<file path="src/rtl/cfsr_pkg.sv">
// Shared definitions for the feedback shift register generator family:
// mode encodings and a lookup of known-primitive Galois tap masks.
package cfsr_pkg;

    localparam logic MODE_LFSR     = 1'b0;
    localparam logic MODE_COMPLETE = 1'b1;

    // Right-shifting Galois tap masks (bit i XORs feedback into bit i; the
    // MSB bit of each mask is the feedback input itself) for widths 3..16.
    // Unsupported widths return zero so a misuse is obvious in simulation.
    function automatic logic [15:0] default_taps(input int width);
        logic [15:0] taps_v;
        case (width)
            3:       taps_v = 16'h0006;
            4:       taps_v = 16'h000C;
            5:       taps_v = 16'h0014;
            6:       taps_v = 16'h0030;
            7:       taps_v = 16'h0060;
            8:       taps_v = 16'h00B8;
            9:       taps_v = 16'h0110;
            10:      taps_v = 16'h0240;
            11:      taps_v = 16'h0500;
            12:      taps_v = 16'h0E08;
            13:      taps_v = 16'h1C80;
            14:      taps_v = 16'h3802;
            15:      taps_v = 16'h6000;
            16:      taps_v = 16'hB400;
            default: taps_v = 16'h0000;
        endcase
        return taps_v;
    endfunction

endpackage

</file>
<file path="src/rtl/cfsr_next.sv">
// Combinational next-state logic of the Galois feedback shift register.
// In complete mode the feedback bit is inverted whenever the upper bits are
// all zero, which splices the all-zero state into the maximal-length cycle.
module cfsr_next
    import cfsr_pkg::*;
#(
    parameter int              WIDTH = 8,
    parameter logic [WIDTH-1:0] TAPS = WIDTH'(8'hB8)
) (
    input  logic [WIDTH-1:0] state_i,
    input  logic             mode_i,
    output logic [WIDTH-1:0] next_o
);

    logic             fb_s;
    logic [WIDTH-1:0] next_s;

    // Feedback bit and shifted/tapped next value; TAPS[WIDTH-1] is never read.
    always_comb begin
        fb_s   = state_i[0] ^ ((mode_i == MODE_COMPLETE) && (state_i[WIDTH-1:1] == '0));
        next_s = '0;
        next_s[WIDTH-1] = fb_s;
        for (int i = 0; i < WIDTH - 1; i++) begin
            next_s[i] = state_i[i+1] ^ (TAPS[i] & fb_s);
        end
    end

    assign next_o = next_s;

endmodule

</file>
<file path="src/rtl/cfsr_gen.sv">
// Parametrised Galois feedback shift register with step enable, seed load,
// LFSR/complete mode select, lock-up recovery, wrap detection and
// measured-period reporting. All state lives here; cfsr_next supplies the
// combinational step.
module cfsr_gen
    import cfsr_pkg::*;
#(
    parameter int              WIDTH = 8,
    parameter logic [WIDTH-1:0] TAPS = WIDTH'(8'hB8),
    parameter logic [WIDTH-1:0] SEED = {WIDTH{1'b1}}
) (
    input  logic             clk,
    input  logic             rst,
    input  logic             en,
    input  logic             load,
    input  logic [WIDTH-1:0] seed_in,
    input  logic             mode,
    output logic [WIDTH-1:0] state,
    output logic             out_bit,
    output logic             wrap,
    output logic             lock_err,
    output logic [WIDTH:0]   period_last
);

    localparam logic [WIDTH:0] CNT_ONE = {{WIDTH{1'b0}}, 1'b1};
    localparam logic [WIDTH:0] CNT_MAX = {(WIDTH+1){1'b1}};

    logic [WIDTH-1:0] state_q,  state_d;
    logic [WIDTH-1:0] start_q,  start_d;
    logic [WIDTH:0]   cnt_q,    cnt_d;
    logic [WIDTH:0]   period_q, period_d;
    logic             wrap_q,   wrap_d;
    logic             lock_q,   lock_d;
    logic [WIDTH-1:0] next_s;

    cfsr_next #(
        .WIDTH (WIDTH),
        .TAPS  (TAPS)
    ) u_next (
        .state_i (state_q),
        .mode_i  (mode),
        .next_o  (next_s)
    );

    // Per-cycle priority: load, then lock-up recovery, then step, else hold.
    always_comb begin
        state_d  = state_q;
        start_d  = start_q;
        cnt_d    = cnt_q;
        period_d = period_q;
        wrap_d   = 1'b0;
        lock_d   = 1'b0;
        if (load) begin
            state_d = seed_in;
            start_d = seed_in;
            cnt_d   = '0;
        end else if (en && (mode == MODE_LFSR) && (state_q == '0)) begin
            // The zero state is a fixed point of the LFSR; re-seed to escape.
            state_d = SEED;
            start_d = SEED;
            cnt_d   = '0;
            lock_d  = 1'b1;
        end else if (en) begin
            state_d = next_s;
            if (next_s == start_q) begin
                wrap_d   = 1'b1;
                period_d = cnt_q + CNT_ONE;
                cnt_d    = '0;
            end else begin
                // Saturate so an off-cycle start (after a mode change) cannot alias.
                if (cnt_q == CNT_MAX) begin
                    cnt_d = CNT_MAX;
                end else begin
                    cnt_d = cnt_q + CNT_ONE;
                end
            end
        end else begin
            state_d = state_q;
        end
    end

    // State, measurement and pulse registers with asynchronous reset to SEED.
    always_ff @(posedge clk or posedge rst) begin
        if (rst) begin
            state_q  <= SEED;
            start_q  <= SEED;
            cnt_q    <= '0;
            period_q <= '0;
            wrap_q   <= 1'b0;
            lock_q   <= 1'b0;
        end else begin
            state_q  <= state_d;
            start_q  <= start_d;
            cnt_q    <= cnt_d;
            period_q <= period_d;
            wrap_q   <= wrap_d;
            lock_q   <= lock_d;
        end
    end

    assign state       = state_q;
    assign out_bit     = state_q[0];
    assign wrap        = wrap_q;
    assign lock_err    = lock_q;
    assign period_last = period_q;

endmodule

</file>
<file path="config.mk">
export PLATFORM = sky130hd
export DESIGN_NAME = cfsr_gen
export DESIGN_NICKNAME = d
export VERILOG_FILES = /design/src/rtl/cfsr_pkg.sv /design/src/rtl/cfsr_next.sv /design/src/rtl/cfsr_gen.sv
export SDC_FILE = /design/constraint.sdc
export NUM_CORES = 1
export LEC_CHECK = 0
export CORE_ASPECT_RATIO = 0.5
export CORE_MARGIN = 2
export CORE_UTILIZATION = 40
export CTS_CLUSTER_SIZE = 28
export DETAILED_ROUTE_END_ITERATION = 16
export MAX_ROUTING_LAYER = met4
export SYNTH_ARGS = -nofsm -noshare
export SYNTH_HDL_FRONTEND = slang
export SYNTH_SLANG_ARGS = --single-unit
</file>
<file path="constraint.sdc">
create_clock -name clk -period 3.9 [get_ports clk]
set_input_delay 0.78 -clock clk [delete_from_list [all_inputs] [get_ports clk]]
set_output_delay 0.78 -clock clk [all_outputs]
set_load 0.005 [all_outputs]
</file>
Word-level counts from Yosys, hierarchy flattened. Index checks and enable logic that the tools add are counted.

Bits in registers: 36. Latch bits: 0. RAM bits: 0. ROM bits: 0. Input port bits: 13. Logic and storage cells: 40. Memories kept: 0.

Add/subtract/negate cells: 1. Multipliers: 0. Div/mod/pow operators: 0. $lt $le $gt $ge: 0. Eq/ne operators: 2. Shifts and indexed selects: 0. Muxes and demuxes: 16. Bitwise gates (word level): 7. Reductions and logical operators: 8.

Operators by type and width (count): two-way mux 9 bit (5); two-way mux 8 bit (5); adder 9 x 1 -> 9 bit, second input constant (1); equality test 9 bit, second input constant (1); equality test 8 bit (1); logical NOT 8 bit (1); logical NOT 7 bit (1); two-way mux 1 bit (6); AND reduction 4 bit (1); bitwise XOR 1 bit (4); logical AND 1 bit (3); inverter 1 bit (3); nonzero test 3 bit (1); nonzero test 2 bit (1).

Depth between registers and ports, before layout. Gate-level depths: netlist of the first run.

Word-level depth: 9. Gate-level depth with buffers: 10. Gate-level depth less buffers: 9.

By module. From an unflattened synthesis of the first run, not the netlist that was laid out.

Cell total of the unflattened synthesis: 186. Area, all modules: 1971.9 um^2.

Modules (own cells, without submodules): cfsr_gen (times used 1, cells each 167, area each 1823.0 um^2, sequential area each 920.9 um^2); cfsr_next (times used 1, cells each 19, area each 148.9 um^2, sequential area each 0.0 um^2).

Least setup slack after synthesis of the first run. OpenSTA, ideal clock, no wires.

Kind: input to register. Start point: input port mode. End point: register period_q[1], in the netlist period_last[1]. Setup time: 125 ps. Data arrival time: 2998 ps. Path slack: 777 ps. Stages on the path: 7. Buffers on the path: 1. Cell sequence: or4b_4 or3_4 a21o_1 a21o_1 buf_6 nor4_4 mux2_4.

Cells in the longest elaborated chain, start to end: 5.

RTL lines: start: declaration (line cfsr_gen.sv:17) `input logic mode,`; logical AND 1 bit or inverter 1 bit (tied branches) (line cfsr_next.sv:20, cfsr_gen.sv:57); bitwise XOR 1 bit or logical AND 1 bit (tied branches) (line cfsr_next.sv:20, cfsr_gen.sv:57); bitwise XOR 1 bit or logical AND 1 bit (tied branches) (line cfsr_next.sv:24, cfsr_gen.sv:57); equality test 8 bit or inverter 1 bit (tied branches); AND reduction 4 bit (no source line) *; end signal: assignment (line cfsr_gen.sv:95) `period_q <= period_d;`; end: declaration (line cfsr_gen.sv:31) `logic [WIDTH:0] period_q, period_d;`.

Every way passes the cells marked *; elsewhere a longest branch is shown, timed or not. A chain may end at the register's enable or synchronous reset.

Worst setup path in the final report of the first run.
Start point: input port mode. End point: register period_q[5], in the netlist period_last[5].

Same word-level chain as after synthesis.

==> impl_results.md, run 1 <==
* Share of the yosys chip area belonging to registers at 0.466
* Cell mode on critical path: a21o_1
* Max Slew Vio Count at 0
* Hold crit path type: reg -> reg
* Clock Pin Slew Worst Setup and Hold Paths at 70 ps
* #FFs+latches synth at 36
* Vias in the first global route at 1564
* Mapped Cells at 206
* Die height at 53.7 um
* ANT nets after route at 0
* Max-slew headroom at 0.350
* Clock latency reported for the late side of the worst-skew pair at 290 ps
* Post-route setup slack at 722 ps
* CTS Hold Bufs at 0
* Max clock buf depth at 2
* Slowest-stage cell, CP: clkdlybuf4s50_1
* Area leader, netlist: dfrtp_1
* Routability Congestion at 0.790
* Fmax at 315 MHz
* Multiplexer share of the synthesized area at 0.0658
* Total congestion overflow at 0
* Pre-antenna DRT Iters at 5
* Clk sink count at 36
* Initial antenna violation count at 0
* Mapped cell area at 0.00198 sq mm
* Final setup violation count at 0
* Unique masters post-synth at 39
* Post-Layout Cell Count at 310
* Die area at 0.00555 sq mm
* First-pass GRT wire length at 7.28 mm
* CTS tree: built
* Total of warnings raised by yosys at 0
* Via Count at 1546
* GRT Total Usage at 0.179
* Max incr delay on CP at 480 ps
* Min Tclk post-route at 3180 ps
* Area occupied by multi-input gates at 953 sq um
* Initial DRC Count at 32
* Ports at 33
* Fin nets at 255
* CTS resizes at 0
* Area grow syn2layout at 23.7%
* Root Buffer: clkbuf_8
* Initial core utilization at 0.408
* Worst path required time at 4080 ps
* Ordered list of cells on the worst path: clkdlybuf4s50_1, or4b_4, or3_4, a21o_1, a21o_1, nor4_4, buf_4, mux2_4
* Post-Route WL at 4.17 mm
* Routed vias/inst at 4.99
* CP Launch Type: input pin
* Synth Area in Compound Gates at 0.170
* Crit path DAT at 3360 ps
* Status: finished clean
* Worst-path maximum fanout at 10
* Final Hold Viols at 0
* Synth Area in Adders at 0.0190
* H-Tree Depth at 2
* Fillers at 470
* VDD IR-drop max at 173 uV
* CP Class: in -> reg
* Input/output buffers at 32
* Synth top area cells: dfrtp_1 25%, dfstp_2 21%, mux2_4 6.1%, nand2_1 4.7%, nor2_1 4.0%
* RSZ-0062 raised after global routing: false
* Simple-gate share of the synthesized area at 0.188
* Total core area at 0.00484 sq mm
* Synth Net Count at 222
* DRC violations left at 0
* Synth Area in XOR/XNOR at 0.0399
* Num CTS Buffers at 5
* Max cap viols at 0
* Post-CTS Setup Bufs at 0
* Setup Skew at 8.52 ps
* Largest net degree at the start of global routing at 26
* Leakage Power at 1.02 nW
* Worst Tran Pin Value at 974 ps
* Die W at 103 um
* Rows at 18
* Power Density at 339 mW/mm^2
* Seq. cell area at 921 sq um
* Avg Cell Area, Syn at 9.60 sq um
* Main combinational cell family by area after synthesis: simple AND/OR/NAND/NOR gates
* Share of Yosys cell area claimed by the top area cell type at 0.253
* Fraction of layout cells with a size suffix above 1 at 0.163
* Setup_tns at 0 ps
* Worst setup EP type: flop
* Placed Instances at 302
* Final period util at 0.815
* WL per Instance at 13.5 um
* Diode count at 0
* Detailed placer's ending HPWL at 2.90 mm
* DP Worst Slack at 417 ps
==> power by group <==
part / internal (mW) / total, mW / switching [mW]
logic: 0.0702 / 0.134 / 0.0643
registers: 0.407 / 0.437 / 0.0297
clock network: 0.125 / 0.258 / 0.132
==> cells in the mapped netlist, drive strengths merged <==
| master | count |
|---|---|
| or3 | 2 |
| inv | 14 |
| a21o | 4 |
| a21oi | 8 |
| nor2b | 4 |
| a22o | 1 |
| nand2 | 25 |
| dfrtp | 20 |
| nor2 | 21 |
| o22ai | 6 |
| a311oi | 1 |
| o311ai | 2 |
| clkbuf | 7 |
| o21ai | 15 |
| xnor2 | 4 |
| o211ai | 7 |
| nand3 | 5 |
| mux2i | 1 |
| a221oi | 1 |
| nand4 | 1 |
| o221ai | 5 |
| mux2 | 8 |
| ha | 3 |
| or4 | 3 |
| or4b | 1 |
| dfstp | 16 |
| o2bb2ai | 1 |
| nor3 | 4 |
| xor2 | 5 |
| buf | 3 |
| nand2b | 7 |
| nor4 | 1 |
==> through the flow <==
stage | cell area, sq um | utilization | hold slack (ps) | total power, mW
CTS | 2450 | 0.505 | 518 | 0.844
global route | 2450 | 0.505 | 529 | 0.877
detailed placement | 2360 | 0.488 | 500 | 0.578
finish | 2450 | 0.505 | 514 | 0.829
global placement | 2360 | 0.488 | 500 | 0.576
floorplan | 1980 | - | 476 | 0.517
==> per-layer routing <==
layer	part of all wire	wire length (um)	track usage	vias to the layer above
met5	0	0	-	-
met3	0.037	156	0.0429	6
met4	0.014	57	0.0548	0
li1	-	-	-	792
met2	0.44	1830	0.285	41
met1	0.51	2130	0.231	707
==> logic make-up after synthesis <==
family / count (synthesis)
multiplexers: 9
AND/OR/NAND/NOR: 74
flip-flops: 36
XOR/XNOR: 9
buffers and inverters: 24
AO/OA/AOI/OAI: 51
adder cells (fa/ha/maj): 3
==> cell type report <==
cell class,count,share of cell area
sequential,36,0.376
timing repair buffer,36,0.143
multi-input combinational,146,0.390
clock buffer,7,0.0312
clock inverter,1,0.00205
inverter,14,0.0215
tap,70,0.0358
==> worst max-delay path: cells and delay by family <==
family                 cells  cell delay (ps)
multiplexers               1              320
AND/OR/NAND/NOR            3             1050
buffers and inverters      2              740
AO/OA/AOI/OAI              2              450
==> path summary, 6_finish.rpt <==
path / startpoint / end / slack (ps) / cells after the start
max: mode / period_last[5]$_DFFE_PP0P_ / 720 / 8
min: period_last[3]$_DFFE_PP0P_ / period_last[3]$_DFFE_PP0P_ / 510 / 1
max reg2reg: state[7]$_DFFE_PP1P_ / cnt_q[6]$_DFFE_PP0P_ / 1080 / 6
min reg2reg: period_last[3]$_DFFE_PP0P_ / period_last[3]$_DFFE_PP0P_ / 510 / 1
max in group asynchronous: rst / start_q[7]$_DFFE_PP1N_ / 2090 / 3
min in group asynchronous: rst / cnt_q[1]$_DFFE_PP0P_ / 1010 / 2
==> state kept, by name, indices dropped and copies added (netlist names) <==
name	flops
lock_err	1
wrap	1
state	8
cnt_q	9
start_q	8
period_last	9
==> layout by cell type (no fill, tap or decap), drive strengths merged <==
cell,synthesis,layout
nand2,25,25
xnor2,4,4
clkbuf,7,7
mux2,8,8
nand3,5,5
o211ai,7,7
ha,3,3
nor2b,4,4
buf,3,4
nand2b,7,7
o221ai,5,5
nor3,4,4
clkdlybuf4s50,0,32
nor2,21,21
dfstp,16,16
o22ai,6,6
or4,3,3
a221oi,1,1
or4b,1,1
a21oi,8,8
nand4,1,1
a311oi,1,1
inv,14,14
nor4,1,1
dfrtp,20,20
or3,2,2
mux2i,1,1
xor2,5,5
a21o,4,4
clkinv,0,1
o311ai,2,2
o21ai,15,15
a22o,1,1
o2bb2ai,1,1
(Power assumes the default switching activity.)
==> run 2: changes to the inputs <==
--- a/config.mk
+++ b/config.mk
@@ -11,6 +11,7 @@
 export CTS_CLUSTER_SIZE = 28
 export DETAILED_ROUTE_END_ITERATION = 16
 export MAX_ROUTING_LAYER = met4
+export PLACE_DENSITY = 0.65
 export SYNTH_ARGS = -nofsm -noshare
 export SYNTH_HDL_FRONTEND = slang
 export SYNTH_SLANG_ARGS = --single-unit
==> constraint.sdc (replaced) <==
create_clock -name clk -period 2.67 [get_ports clk]
set_input_delay 0.534 -clock clk [delete_from_list [all_inputs] [get_ports clk]]
set_output_delay 0.534 -clock clk [all_outputs]
set_load 0.005 [all_outputs]
==> run 2 against run 1 <==
Worst setup slack worse by 630 ps. Flip-flop and latch count unchanged. Count of clock-buffer cells in the layout is the same. Clock power up 48%. Routed wire length increased by 11%. Critical endpoint is now period_last[8]$_DFFE_PP0P_.
==> impl_results.md, run 2 (synthesized netlist as in run 1, its figures left out) <==
* Input/output buffers at 32 (unchanged)
* Pre-antenna DRT Iters at 5 (unchanged)
* Clk sink count at 36 (unchanged)
* Post-layout util at 0.548 (+0.0426)
* H-Tree Depth at 2 (unchanged)
* Area after DPL at 0.00246 sq mm (+4.0%)
* Initial core utilization at 0.408 (unchanged)
* Die area at 0.00555 sq mm (unchanged)
* Initial DRC Count at 50 (+56%)
* Clock latency reported for the late side of the worst-skew pair at 290 ps (about the same)
* Placed Instances at 313 (+3.6%)
* Hold path depth at 1 (unchanged)
* Rows at 18 (unchanged)
* Post-Route WL at 4.62 mm (+11%)
* CP Launch Type: flop
* Setup Skew at 5.24 ps (-3.28 ps)
* Final period util at 0.966
* Final Hold Viols at 0 (unchanged)
* Worst-path maximum fanout at 4 (-6)
* Worst Tran Pin Value at 697 ps (-277 ps)
* Area grow syn2layout at 34.2%
* Worst setup EP type: flop
* Final setup violation count at 0 (unchanged)
* Vias in the first global route at 1666 (+6.5%)
* Crit path max-delay family: simple AND/OR/NAND/NOR gates
* Buf+Inv Stages, Crit Path at 2 (unchanged)
* ANT nets after route at 0 (unchanged)
* Routed vias/inst at 5.12 (+2.6%)
* CTS Hold Bufs at 0 (unchanged)
* Worst Hold Slack at 516 ps (+1.74 ps)
* Total core area at 0.00484 sq mm (unchanged)
* Via Count at 1699 (+9.9%)
* VDD IR-drop max at 197 uV (+14%)
* Clock Pin Slew Worst Setup and Hold Paths at 70 ps (about the same)
* Leakage Power at 1.14 nW (+12%)
* Fin nets at 277 (+8.6%)
* DRC violations left at 0 (unchanged)
* Commonest non-fill, non-tap cells in the layout: 31 x clkdlybuf4s50_1, 25 x nand2_1, 24 x buf_4
* Max Slew Vio Count at 0 (unchanged)
* First-pass GRT wire length at 7.73 mm (+6.2%)
* Ports at 33 (unchanged)
* Diode count at 0 (unchanged)
* Largest net degree at the start of global routing at 37 (+42%)
* Max clock buf depth at 2 (unchanged)
* Fmax at 388 MHz
* Slowest-stage cell, CP: or4b_4
* Post-Layout Cell Count at 332 (+7.1%)
* Crit path DAT at 2760 ps (-600 ps)
* Reg2Reg Depth at 8 (+2)
* Status: finished clean
* Power Density at 474 mW/mm^2 (+40%)
* CP Class: reg -> reg
* DP Worst Slack at -447 ps (-864 ps)
* Crit path depth at 8 (unchanged)
* Post-route setup slack at 91.9 ps (-630 ps)
* Final instance area at 0.00265 sq mm (+8.4%)
* Min Tclk post-route at 2580 ps
* Max cap viols at 0 (unchanged)
* WL per Instance at 13.9 um (+3.3%)
* Max-slew headroom at 0.534 (+0.184)
* Root Buffer: clkbuf_8
* Total congestion overflow at 0 (unchanged)
* Worst path required time at 2850 ps (-1230 ps)
* Most common cell after layout, fill and taps aside: clkdlybuf4s50_1
* Max incr delay on CP at 540 ps (+60 ps)
* Num CTS Buffers at 5 (unchanged)
* Fraction of layout cells with a size suffix above 1 at 0.240 (+0.0780)
* Ordered list of cells on the worst path: or4b_4, or3_4, a21o_1, a21o_1, nor4_4, buf_4, clkbuf_16, mux2_4
* CTS tree: built
* Die height at 53.7 um (unchanged)
* Cell mode on critical path: a21o_1
* Initial antenna violation count at 0 (unchanged)
* Hold crit path type: reg -> reg
* GRT Total Usage at 0.187 (+0.00755)
* Die W at 103 um (unchanged)
* R2R Setup Slk at 90 ps (-990 ps)
* Detailed placer's ending HPWL at 3.00 mm (+3.4%)
* Routability Congestion at 0.870 (+10%)
[run 2: what timing repair did]
item,4_1_cts,5_1_grt
pin swaps,5,4
resized for setup,2,5
endpoints found under the hold margin,0,0
cloned,1,0
buffers inserted,4,6
setup endpoints to repair,11,11
[run 2: cell type report]
class | instances | area (sq um)
clock inverter | 1 | 5.00
tap | 70 | 87.6
fill | 430 | 2190
multi-input combinational | 146 | 965
inverter | 14 | 52.6
clock buffer | 7 | 76.3
sequential | 36 | 921
timing repair buffer | 58 | 546
[run 2: power by group]
part	total (mW)	leakage (nW)	internal, mW	switching [mW]
Combinational	0.247	0.661	0.132	0.116
Clock	0.381	0.0422	0.183	0.198
Sequential	0.628	0.441	0.594	0.0336
Total	1.26	1.14	0.909	0.347
[run 2: metal layers]
metal | share of wire | wire, um | up-vias | track usage
li1 | - | - | 832 | -
met1 | 0.49 | 2270 | 834 | 0.245
met2 | 0.47 | 2170 | 24 | 0.296
met3 | 0.026 | 120 | 9 | 0.0377
met4 | 0.013 | 58 | 0 | 0.0614
met5 | 0 | 0 | - | -
[run 2: worst paths after layout]
path,from,to
worst max-delay path,state[5]$_DFFE_PP1P_,period_last[8]$_DFFE_PP0P_
worst min-delay path,period_last[5]$_DFFE_PP0P_,period_last[5]$_DFFE_PP0P_
worst max register to register,state[5]$_DFFE_PP1P_,period_last[8]$_DFFE_PP0P_
worst min register to register,period_last[5]$_DFFE_PP0P_,period_last[5]$_DFFE_PP0P_
max in group asynchronous,rst,start_q[5]$_DFFE_PP1N_
min in group asynchronous,rst,cnt_q[1]$_DFFE_PP0P_
[run 2: stage by stage]
| stage | total power, mW | TNS [ps] |
|---|---|---|
| global route | 1.32 | -0.726 |
| CTS | 1.24 | 0 |
| finish | 1.26 | 0 |
| floorplan | 0.758 | -1710 |
| detailed placement | 0.861 | -6730 |
| global placement | 0.857 | -6110 |
==> run 3: changes to the inputs <==
--- a/config.mk
+++ b/config.mk
@@ -12,6 +12,7 @@
 export DETAILED_ROUTE_END_ITERATION = 16
 export MAX_ROUTING_LAYER = met4
 export PLACE_DENSITY = 0.65
+export SKIP_CTS_REPAIR_TIMING = 1
 export SYNTH_ARGS = -nofsm -noshare
 export SYNTH_HDL_FRONTEND = slang
 export SYNTH_SLANG_ARGS = --single-unit
==> run 3 against run 2 <==
Cell count is 1.5% lower. Die area stayed put. Sequential share of layout area increased by 0.52 points. Largest cell class unchanged. Largest power group unchanged. Highest routed layer unchanged.
==> impl_results.md, run 3 (synthesized netlist as in run 1, its figures left out) <==
* Routed vias/inst at 5.16 (+0.81%)
* Total congestion overflow at 0 (unchanged)
* Die W at 103 um (unchanged)
* Cell mode on critical path: a21o_1
* Area grow syn2layout at 32.2%
* Max Slew Vio Count at 0 (unchanged)
* Largest net degree at the start of global routing at 37 (unchanged)
* WL per Instance at 13.9 um (about the same)
* Post-Route WL at 4.55 mm (-1.5%)
* Max clock buf depth at 2 (unchanged)
* Worst setup EP type: flop
* Routability Congestion at 0.870 (unchanged)
* Min Tclk post-route at 2630 ps (+53.2 ps)
* Hold crit path type: reg -> reg
* CP Launch Type: flop
* Die area at 0.00555 sq mm (unchanged)
* Initial core utilization at 0.408 (unchanged)
* VDD IR-drop max at 198 uV (+0.69%)
* Fin nets at 272 (-1.8%)
* Final instance area at 0.00261 sq mm (-1.5%)
* GRT Total Usage at 0.181 (-0.00589)
* First-pass GRT wire length at 7.51 mm (-2.9%)
* Slowest-stage cell, CP: or4b_4
* Clk sink count at 36 (unchanged)
* Initial DRC Count at 52 (+4.0%)
* Ports at 33 (unchanged)
* Worst-path maximum fanout at 4 (unchanged)
* Final setup violation count at 0 (unchanged)
* Worst path required time at 2850 ps (about the same)
* Fmax at 380 MHz (-2.0%)
* Buf+Inv Stages, Crit Path at 2 (unchanged)
* DRC violations left at 0 (unchanged)
* Max-slew headroom at 0.532 (-0.00193)
* Crit path max-delay family: simple AND/OR/NAND/NOR gates
* Diode count at 0 (unchanged)
* Num CTS Buffers at 5 (unchanged)
* Max cap viols at 0 (unchanged)
* Total core area at 0.00484 sq mm (unchanged)
* Status: finished clean
* Input/output buffers at 32 (unchanged)
* Power, Total at 1.24 mW (-0.96%)
* ANT nets after route at 0 (unchanged)
* Most common cell after layout, fill and taps aside: clkdlybuf4s50_1
* Crit path DAT at 2810 ps (+50 ps)
* Initial antenna violation count at 0 (unchanged)
* Die height at 53.7 um (unchanged)
* Area after DPL at 0.00246 sq mm (unchanged)
* Ordered list of cells on the worst path: or4b_4, or3_4, a21o_1, a21o_1, nor4_4, buf_4, clkbuf_16, mux2_4
* Root Buffer: clkbuf_8
* Fraction of layout cells with a size suffix above 1 at 0.222 (-0.0187)
* Max incr delay on CP at 540 ps (about the same)
* Pre-antenna DRT Iters at 4 (-1)
* H-Tree Depth at 2 (unchanged)
* Clock Pin Slew Worst Setup and Hold Paths at 70 ps (about the same)
* Final Hold Viols at 0 (unchanged)
* Commonest non-fill, non-tap cells in the layout: 31 x clkdlybuf4s50_1, 25 x nand2_1, 21 x nor2_1
* Clock latency reported for the late side of the worst-skew pair at 290 ps (about the same)
* Worst Tran Pin Value at 700 ps (+2.88 ps)
* Via Count at 1687 (-0.71%)
* Setup Skew at 7.48 ps (+2.24 ps)
* Rows at 18 (unchanged)
* Vias in the first global route at 1620 (-2.8%)
* CTS tree: built
* Leakage Power at 1.13 nW (-1.6%)
* Final period util at 0.985 (+0.0199)
* RSZ-0062 raised after global routing: true
* CP Class: reg -> reg
* Power Density at 476 mW/mm^2 (+0.51%)
* Detailed placer's ending HPWL at 3.00 mm (unchanged)
==> run 3: report_power, final <==
group / leakage [nW] / total, mW / switching, mW / internal, mW
combinational: 0.643 / 0.235 / 0.112 / 0.123
clock: 0.0422 / 0.381 / 0.198 / 0.183
sequential: 0.441 / 0.628 / 0.0340 / 0.594
==> run 3: metrics by stage <==
| step | hold WS [ps] | instances | setup TNS, ps | utilization | setup slack (ps) |
|---|---|---|---|---|---|
| after floorplan | 476 | 206 | -1710 | - | -207 |
| after global placement | 498 | 313 | -6110 | 0.508 | -411 |
| after detailed placement | 493 | 313 | -6730 | 0.508 | -447 |
| after CTS | 521 | 321 | -1420 | 0.525 | -142 |
| after global routing | 538 | 327 | -169 | 0.540 | -25.1 |
| final | 516 | 327 | 0 | 0.540 | 38.7 |
==> run 3: final cells by class <==
class | instances | area (sq um)
repair buffers | 53 | 514
clock buffers | 7 | 76.3
fillers | 431 | 2230
inverters | 14 | 52.6
multi-input cells | 146 | 957
flip-flops and latches | 36 | 921
well taps | 70 | 87.6
clock inverters | 1 | 5.00
==> run 3: final timing paths <==
check | startpoint | to | cells past startpoint | slack (ps)
setup / recovery | state[5]$_DFFE_PP1P_ | period_last[2]$_DFFE_PP0P_ | 8 | 40
hold / removal | period_last[5]$_DFFE_PP0P_ | period_last[5]$_DFFE_PP0P_ | 1 | 520
setup reg to reg | state[5]$_DFFE_PP1P_ | period_last[2]$_DFFE_PP0P_ | 8 | 40
hold reg to reg | period_last[5]$_DFFE_PP0P_ | period_last[5]$_DFFE_PP0P_ | 1 | 520
max in group asynchronous | rst | state[1]$_DFFE_PP1P_ | 3 | 1660
min in group asynchronous | rst | lock_err$_DFF_PP0_ | 3 | 660
==> run 3: per-layer routing <==
metal / part of all wire / GRT usage / vias to the layer above
met5: 0 / - / -
met4: 0.0092 / 0.0614 / 0
met3: 0.035 / 0.0351 / 5
met2: 0.47 / 0.284 / 36
met1: 0.49 / 0.239 / 824
li1: - / - / 822
